`src/rtl/ncl_mult_pipe.sv`:
```
`default_nettype none
// +--------------------------------------------------------------------------+
// | ncl_mult_pipe : dual-rail NCL A_W x B_W multiplier, STAGES-deep pipeline   |
// | Optional: NCL_MULT_SIGNED_EN selects a two's-complement product.           |
// | Revision: 1.0                                                              |
// +--------------------------------------------------------------------------+
module ncl_mult_pipe #(
  parameter int A_W    = 3,
  parameter int B_W    = 3,
  parameter int STAGES = 2,
  parameter int CNT_W  = 16
) (
  input  logic                 clk,
  input  logic                 rst,
  input  logic [A_W-1:0]       a_r1,
  input  logic [A_W-1:0]       a_r0,
  input  logic [B_W-1:0]       b_r1,
  input  logic [B_W-1:0]       b_r0,
  output logic                 ko,
  input  logic                 ki,
  output logic [A_W+B_W-1:0]   p_r1,
  output logic [A_W+B_W-1:0]   p_r0,
  output logic                 err,
  output logic [CNT_W-1:0]     tok_cnt
);

  localparam int W    = A_W + B_W;
  localparam int LAST = STAGES - 1;

  generate
    if (STAGES < 2) begin : g_bad_stages
      $error("ncl_mult_pipe: STAGES must be at least 2");
    end
  endgenerate

  logic in_complete_w, in_null_w, in_illegal_w;

  assign in_complete_w = &{a_r1 ^ a_r0, b_r1 ^ b_r0};
  assign in_null_w     = ~|{a_r1, a_r0, b_r1, b_r0};
  assign in_illegal_w  = |{a_r1 & a_r0, b_r1 & b_r0};

  // phase bit per stage: 1 = holds DATA, 0 = holds NULL
  logic [STAGES-1:0] phase_q, phase_d;
  logic [STAGES-1:0] src_data_w, src_null_w, ack_w, cap_data_w, cap_null_w;
  logic              err_q, err_d;
  logic [CNT_W-1:0]  cnt_q, cnt_d;

  always_comb begin
    src_data_w = {phase_q[STAGES-2:0], in_complete_w};
    src_null_w = {~phase_q[STAGES-2:0], in_null_w};
    ack_w      = {ki, ~phase_q[STAGES-1:1]};
    cap_data_w = ~phase_q & src_data_w & ack_w;
    cap_null_w = phase_q & src_null_w & ~ack_w;
    phase_d    = (phase_q | cap_data_w) & ~cap_null_w;
    err_d      = err_q | in_illegal_w;
    cnt_d      = cap_null_w[LAST] ? cnt_q + CNT_W'(1) : cnt_q;
  end

  logic [W-1:0]   ops_q;
  logic [W-1:0]   prod_w;
  logic [A_W-1:0] op_a_w;
  logic [B_W-1:0] op_b_w;

  assign op_a_w = ops_q[W-1:B_W];
  assign op_b_w = ops_q[B_W-1:0];

`ifdef NCL_MULT_SIGNED_EN
  logic signed [W-1:0] a_ext_w, b_ext_w;
  assign a_ext_w = {{B_W{op_a_w[A_W-1]}}, op_a_w};
  assign b_ext_w = {{A_W{op_b_w[B_W-1]}}, op_b_w};
  assign prod_w  = a_ext_w * b_ext_w;
`else
  assign prod_w  = {{B_W{1'b0}}, op_a_w} * {{A_W{1'b0}}, op_b_w};
`endif

  logic [W-1:0] prod_q [1:STAGES-1];

  // values only move on a DATA capture; a NULL stage's value is masked at the output
  always_ff @(posedge clk) begin
    if (rst) begin
      phase_q <= '0;
      ops_q   <= '0;
      for (int k = 1; k < STAGES; k++) prod_q[k] <= '0;
      err_q   <= 1'b0;
      cnt_q   <= '0;
    end else begin
      phase_q <= phase_d;
      if (cap_data_w[0]) ops_q <= {a_r1, b_r1};
      if (cap_data_w[1]) prod_q[1] <= prod_w;
      for (int k = 2; k < STAGES; k++) begin
        if (cap_data_w[k]) prod_q[k] <= prod_q[k-1];
      end
      err_q   <= err_d;
      cnt_q   <= cnt_d;
    end
  end

  assign ko      = ~phase_q[0];
  assign p_r1    = phase_q[LAST] ? prod_q[LAST]  : '0;
  assign p_r0    = phase_q[LAST] ? ~prod_q[LAST] : '0;
  assign err     = err_q;
  assign tok_cnt = cnt_q;

endmodule
`default_nettype wire

```
`config.mk`:
```
export PLATFORM = sky130hd
export DESIGN_NAME = ncl_mult_pipe
export DESIGN_NICKNAME = d
export VERILOG_FILES = /design/src/rtl/ncl_mult_pipe.sv
export SDC_FILE = /design/constraint.sdc
export NUM_CORES = 1
export LEC_CHECK = 0
export CAP_MARGIN = 20
export CORE_MARGIN = 5
export CORE_UTILIZATION = 48
export DETAILED_ROUTE_END_ITERATION = 12
export PLACE_DENSITY = 0.79
export SLEW_MARGIN = 5
export SYNTH_ARGS = -nofsm -noshare
export SYNTH_HDL_FRONTEND = slang
export SYNTH_SLANG_ARGS = --single-unit
export TNS_END_PERCENT = 5
```
`constraint.sdc`:
```
create_clock -name clk -period 2.7 [get_ports clk]
set_input_delay 0.54 -clock clk [delete_from_list [all_inputs] [get_ports clk]]
set_output_delay 0.54 -clock clk [all_outputs]
set_load 0.1 [all_outputs]
```
==> impl_summary.log, run 1 <==
[metrics] Worst Setup Start Kind: input port
[metrics] number of synthesized register bits: 31
[metrics] detailed router's first-iteration violation count: 28
[metrics] Internal Pwr Total: around 0.00073 W
[metrics] synth-to-layout area growth: 29.8%
[metrics] most common cell after layout, fill and taps aside: sky130_fd_sc_hd__buf_4
[metrics] DP HPWL: about 2.9 mm
[metrics] portion of total power attributed to the clock network: 0.402
[metrics] H-tree levels: 2
[metrics] pin count of the biggest net entering global routing: 20
[metrics] wire length after detailed routing: between 3 and 4 mm
[metrics] number of setup violations in the final report: 0
[metrics] unrepaired setup endpoints after global routing: false
[metrics] period utilization: 0.789
[metrics] clock latency at the later pin of the worst-skew pair: ~330 ps
[metrics] Inserted Diodes: 0
[metrics] TritonCTS clock tree: yes
[metrics] timing startpoint of the critical path: ki
[metrics] leading post-synthesis cells by cell area: sky130_fd_sc_hd__dfxtp_1 30%, sky130_fd_sc_hd__edfxtp_1 11%, sky130_fd_sc_hd__ha_1 9.0%
[metrics] routed vias: 1389
[metrics] Die X: slightly below 70 um
[metrics] post-route worst hold slack: just over 500 ps
[metrics] clock slew seen by the registers of the worst setup and hold paths: 100 ps
[metrics] initial antenna violation count: 0
[metrics] Synthesis Warnings: 0
[metrics] die area: 0.00476 sq mm
[metrics] switching part of the total power: 0.219
[metrics] power density over the cells: 430 mW/mm^2
[metrics] endpoint required time on the critical path: 2930 ps
[metrics] global-route congestion overflow total: 0
[metrics] startpoint-to-endpoint class of the critical path: in -> reg
[metrics] post-layout min period: 2130 ps
[metrics] core area: 0.00336 sq mm
[metrics] number of hold-repair buffers added at the cts stage: 0
[metrics] Worst Reg2Reg Path Length in Cells: 7
[metrics] master cell of the clock root buffer: sky130_fd_sc_hd__clkbuf_4
[metrics] highest-count cells in the layout ignoring fill and taps: 34 x sky130_fd_sc_hd__buf_4, 25 x sky130_fd_sc_hd__dfxtp_1, 24 x sky130_fd_sc_hd__nor2_1, 16 x sky130_fd_sc_hd__and2_1, 14 x sky130_fd_sc_hd__clkdlybuf4s50_1
[metrics] Core Rows: 21
[metrics] Detailed Routing Iterations Pass 1: 4
[metrics] cell taking the most area after synthesis: sky130_fd_sc_hd__dfxtp_1
[metrics] post-detailed-route DRC marker count: 0
[metrics] post-layout total power: ~0.00093 W
[metrics] global-route wire length before repair: 5.87 mm
[metrics] number of max-slew violations in the final report: 0
[metrics] total routing usage reported by global routing: 0.170
[metrics] Post-Syn Instances: around 180
[metrics] routability congestion estimate from global placement: around 0.9
[metrics] proportion of power drawn by flip-flops and latches: 0.515
[metrics] data arrival at the endpoint of the critical path: 2360 ps
[metrics] count of final hold-check violations: 0
[metrics] worst clock skew: approximately 9.2 ps
[metrics] TritonCTS Buffers: 5
[metrics] IO Port Bufs: between 40 and 50
[metrics] Avg Vias per Cell: slightly above 5
[metrics] maximum frequency from static timing analysis: around 470 MHz
[metrics] # fillers: between 300 and 400
[metrics] Hold Crit Endpoint: tok_cnt[14]$_SDFFE_PP0P_
[metrics] Worst Max-Slew Pin Slew: 504 ps
[metrics] post_cts resized: 0
[metrics] result of the run: completed
[metrics] Starting Density: 0.497
[metrics] nets in the synthesized netlist: approximately 210
[metrics] hold_sp: tok_cnt[14]$_SDFFE_PP0P_
[metrics] cell depth of the worst hold path: 2
[metrics] combinational power share: 0.083
[metrics] sequential fraction of the synthesis area: 0.407
[metrics] Die Span Y: between 60 and 70 um
[metrics] total standard cell area after synthesis: around 0.0017 sq mm
[metrics] count of buffers added by post-CTS timing repair for setup: 0
[metrics] buffers from clock root to sink, at most: 2
[metrics] Max-Slew Margin vs Limit: 0.663
[metrics] endpoint of the worst-slack reg-to-reg timing path: prod_q[1][4]$_SDFFCE_PN0P_
[metrics] Switching Power: just over 0.0002 W
[metrics] leakage power figure: roughly 0.90 nW
[metrics] ANT nets after route: 0
[metrics] count of clock tree sinks: 31
[metrics] wire per inst: approximately 13 um
[metrics] top-area cell type share of the netlist area: 0.300
[metrics] register-to-register setup slack: 580 ps
[metrics] Total Negative Setup Slacks: 0 ps
[metrics] maximum vdd drop: 0.000403 V
[metrics] Reg2Reg Launch Point: ops_q[3]$_SDFFE_PP0P_
[metrics] endpoint class of the critical path: register
[metrics] I/O pin count: between 40 and 50
[metrics] hold crit path type: reg -> reg
[metrics] layout net count: between 200 and 300
[metrics] count of different cell masters after synthesis: 33
[metrics] vias in the first global route: between 1k and 1.5k
[metrics] Avg Cell Area, Syn: between 9 and 10 sq um
[metrics] Max Fanout on Critical Path: 6
[metrics] share of final-layout standard cells stronger than drive strength 1: 0.190
[metrics] Max Cap Violations: 0
critical path: stages:
cell	delay, ps
sky130_fd_sc_hd__clkdlybuf4s50_1	470
sky130_fd_sc_hd__or3b_1	390
sky130_fd_sc_hd__or2_1	310
sky130_fd_sc_hd__nor4_1	310
sky130_fd_sc_hd__mux2_1	350
final cells by class:
class,instances,area (sq um),share of cell area
Sequential cell,31,681,0.314
Inverter,5,18.8,0.00866
Clock inverter,2,35.0,0.0162
Multi-Input combinational cell,134,930,0.429
Tap cell,46,57.6,0.0265
Clock buffer,6,51.3,0.0237
Timing Repair Buffer,48,395,0.182
cells by family after synthesis:
kind of cell,share of synthesized area
adder cells (fa/ha/maj),0.114
AND/OR/NAND/NOR,0.287
flip-flops,0.407
AO/OA/AOI/OAI,0.0494
buffers and inverters,0.0360
XOR/XNOR,0.0577
multiplexers,0.0487
cells in the mapped netlist, drive strengths merged:
master,count
and4bb,1
and4,1
nor2,24
fa,2
mux2i,7
or4,1
or3b,1
or3,4
o21bai,1
nand2,4
and2,16
buf,2
or2,1
nand4,6
nor3,5
xnor2,4
dfxtp,25
nor4,4
nor2b,7
o31ai,1
nand3,5
ha,12
and3,3
xor2,7
edfxtp,6
mux2,1
a21oi,8
clkbuf,5
nand4b,2
nor4b,1
o21ai,4
inv,5
a21o,1
layer usage:
metal | up-vias | global-route usage | wire [um] | share of wire
met2 | 36 | 0.304 | 1790 | 0.51
met1 | 625 | 0.174 | 1450 | 0.41
met3 | 8 | 0.0567 | 206 | 0.058
met5 | - | 0 | 0 | 0
li1 | 720 | - | - | -
met4 | 0 | 0.0900 | 91 | 0.026
metrics by stage:
stage                     area, sq um  setup slack, ps  std cells   util
after floorplan                  1670             46.4        177      -
after global placement           2080              253        264  0.619
after detailed placement         2080              196        264  0.619
after CTS                        2170              558        272  0.645
after global routing             2170              488        272  0.645
final                            2170              571        272  0.645
flip-flops by register name, indices dropped and copies added (netlist names):
register,count
ops_q,6
err,1
phase_q,2
prod_q,6
tok_cnt,16
how the worst max path moves through the flow:
stage / to / slack [ps]
4_1_cts: prod_q[1][4]$_SDFFCE_PN0P_ / 560
6_report: tok_cnt[15]$_SDFFE_PP0P_ / 570
5_1_grt: tok_cnt[13]$_SDFFE_PP0P_ / 490
2_1_floorplan: p_r0[2] / 50
3_3_place_gp: tok_cnt[15]$_SDFFE_PP0P_ / 250
3_5_place_dp: tok_cnt[15]$_SDFFE_PP0P_ / 200
power groups by stage:
stage | sequential (W) | combinational (W) | clock, W
floorplan | 0.000499 | 0.0000314 | 0
global placement | 0.000491 | 0.0000740 | 0
detailed placement | 0.000491 | 0.0000774 | 0
CTS | 0.000481 | 0.0000776 | 0.000384
global route | 0.000482 | 0.0000831 | 0.000402
finish | 0.000481 | 0.0000770 | 0.000375
Note: power is estimated with default switching activity, not from simulation.
==> inputs of run 2 (changes only) <==
==> constraint.sdc (replaced) <==
create_clock -name clk -period 2.2 [get_ports clk]
set_input_delay 0.44 -clock clk [delete_from_list [all_inputs] [get_ports clk]]
set_output_delay 0.44 -clock clk [all_outputs]
set_load 0.1 [all_outputs]
==> impl_summary.log, run 2 (synthesis results as in run 1) <==
[metrics] TritonCTS clock tree: yes
[metrics] Worst Setup Start Kind: register
[metrics] Die Span Y: roughly 69 um
[metrics] wire per inst: between 10 and 15 um
[metrics] routed vias: between 1k and 1.5k
[metrics] post-route worst hold slack: 512 ps
[metrics] vias in the first global route: around 1.5k
[metrics] count of clock tree sinks: 31
[metrics] wire length after detailed routing: around 3.8 mm
[metrics] cell at the slowest stage of the critical path: sky130_fd_sc_hd__fa_1
[metrics] multi-input gate area in the final layout: 932 sq um
[metrics] detailed router's first-iteration violation count: 77
[metrics] Detailed Routing Iterations Pass 1: 4
[metrics] number of flip-flops in the largest register: 16
[metrics] count of final hold-check violations: 0
[metrics] leakage power figure: around 0.96 nW
[metrics] clock slew seen by the registers of the worst setup and hold paths: 100 ps
[metrics] share of final-layout standard cells stronger than drive strength 1: 0.216
[metrics] number of cells in the finished layout apart from fillers: 278
[metrics] maximum vdd drop: ~0.00048 V
[metrics] result of the run: completed
[metrics] Max Fanout on Critical Path: 4
[metrics] Inserted Diodes: 0
[metrics] maximum frequency from static timing analysis: roughly 470 MHz
[metrics] total routing usage reported by global routing: 0.178
[metrics] period utilization: 0.965
[metrics] synth-to-layout area growth: 41.6%
[metrics] global-route wire length before repair: roughly 6.3 mm
[metrics] largest stage delay on the critical path: 540 ps
[metrics] switching part of the total power: 0.220
[metrics] Starting Density: 0.497
[metrics] post-layout min period: roughly 2100 ps
[metrics] core area: about 0.0034 sq mm
[metrics] portion of total power attributed to the clock network: 0.399
[metrics] IO Port Bufs: 44
[metrics] Switching Power: 0.000253 W
[metrics] highest-count cells in the layout ignoring fill and taps: 28 x sky130_fd_sc_hd__buf_4, 25 x sky130_fd_sc_hd__dfxtp_1, 24 x sky130_fd_sc_hd__nor2_1, 16 x sky130_fd_sc_hd__and2_1, 14 x sky130_fd_sc_hd__clkdlybuf4s50_1
[metrics] number of hold-repair buffers added at the cts stage: 0
[metrics] endpoint required time on the critical path: between 2000 and 2500 ps
[metrics] Die X: approximately 70 um
[metrics] unrepaired setup endpoints after global routing: false
[metrics] clock latency at the later pin of the worst-skew pair: around 340 ps
[metrics] data arrival at the endpoint of the critical path: between 2000 and 2500 ps
[metrics] Max-Slew Margin vs Limit: 0.745
[metrics] combinational power share: 0.089
[metrics] # fillers: roughly 290
[metrics] pin count of the biggest net entering global routing: 20
[metrics] Total Negative Setup Slacks: 0 ps
[metrics] global-route congestion overflow total: 0
[metrics] post-placement cell count: 270
[metrics] worst clock skew: between 15 and 20 ps
[metrics] routability congestion estimate from global placement: ~0.83
[metrics] Top Family by Delay on Critical Path: adder cells
[metrics] startpoint-to-endpoint class of the critical path: reg -> reg
[metrics] Max Cap Violations: 0
[metrics] number of max-slew violations in the final report: 0
[metrics] power density over the cells: between 400 and 500 mW/mm^2
[metrics] I/O pin count: 45
[metrics] hold crit path type: reg -> reg
[metrics] ANT nets after route: 0
[metrics] master cell of the clock root buffer: sky130_fd_sc_hd__clkbuf_4
[metrics] TritonCTS Buffers: 5
[metrics] flip-flop and latch area: 681 sq um
[metrics] Worst Max-Slew Pin Slew: between 300 and 400 ps
[metrics] number of setup violations in the final report: 0
[metrics] most common cell after layout, fill and taps aside: sky130_fd_sc_hd__buf_4
[metrics] buffers from clock root to sink, at most: 2
[metrics] Avg Vias per Cell: about 5.3
[metrics] count of buffers added by post-CTS timing repair for setup: 0
[metrics] die area: 0.00476 sq mm
[metrics] endpoint class of the critical path: register
[metrics] crit-path most repeated cell: sky130_fd_sc_hd__fa_1
[metrics] DP HPWL: approximately 3.1 mm
[metrics] post-detailed-route DRC marker count: 0
[metrics] H-tree levels: 2
[metrics] proportion of power drawn by flip-flops and latches: 0.512
[metrics] layout net count: between 200 and 300
[metrics] cells traversed along the worst timing path: and2_1 > fa_1 > ha_1 > inv_1 > fa_1 > xor2_1 > nor2_1
[metrics] post_cts resized: 0
[metrics] Core Rows: 21
[metrics] Internal Pwr Total: between 0.0009 and 0.001 W
[metrics] initial antenna violation count: 0
[metrics] combined buffer and inverter count along the critical path: 1
[run 2: final cells by class]
type | count | share of cell area
well taps | 46 | 0.0243
clock buffers | 6 | 0.0217
flip-flops and latches | 31 | 0.288
repair buffers | 54 | 0.250
multi-input cells | 134 | 0.394
inverters | 5 | 0.00793
clock inverters | 2 | 0.0148
[run 2: worst reg2reg max path, cell delays in order, from the launching register on]
cell,delay (ps)
sky130_fd_sc_hd__dfxtp_1,340
sky130_fd_sc_hd__and2_1,180
sky130_fd_sc_hd__fa_1,540
sky130_fd_sc_hd__ha_1,170
sky130_fd_sc_hd__inv_1,60
sky130_fd_sc_hd__fa_1,370
sky130_fd_sc_hd__xor2_1,160
sky130_fd_sc_hd__nor2_1,60
[run 2: worst paths after layout]
path / cells after the start / start / slack (ps) / end
max: 7 / ops_q[3]$_SDFFE_PP0P_ / 80 / prod_q[1][4]$_SDFFCE_PN0P_
min: 2 / tok_cnt[14]$_SDFFE_PP0P_ / 510 / tok_cnt[14]$_SDFFE_PP0P_
max reg2reg: 7 / ops_q[3]$_SDFFE_PP0P_ / 80 / prod_q[1][4]$_SDFFCE_PN0P_
min reg2reg: 2 / tok_cnt[14]$_SDFFE_PP0P_ / 510 / tok_cnt[14]$_SDFFE_PP0P_
[run 2: metrics by stage]
| step | worst slack [ps] | util | total power (W) | cell area (sq um) |
|---|---|---|---|---|
| 5_1_grt | 12.3 | 0.703 | 0.00119 | 2370 |
| 3_5_place_dp | -205 | 0.678 | 0.000706 | 2280 |
| 3_3_place_gp | -29.4 | 0.678 | 0.000700 | 2280 |
| 2_1_floorplan | -353 | - | 0.000651 | 1670 |
| 6_report | 76.2 | 0.703 | 0.00115 | 2370 |
| 4_1_cts | 66.0 | 0.703 | 0.00116 | 2370 |
[run 2: power groups by stage]
stage	combinational, W	clock [W]	sequential (W)
global route	0.000110	0.000489	0.000591
finish	0.000103	0.000460	0.000590
global placement	0.0000973	0	0.000603
CTS	0.000103	0.000467	0.000590
detailed placement	0.000103	0	0.000603
floorplan	0.0000385	0	0.000612
[run 2: routing by layer]
metal,vias to the layer above,share of wire,track usage
met1,680,0.40,0.186
met2,56,0.51,0.315
li1,728,-,-
met5,-,0,0
met3,12,0.066,0.0502
met4,0,0.024,0.105
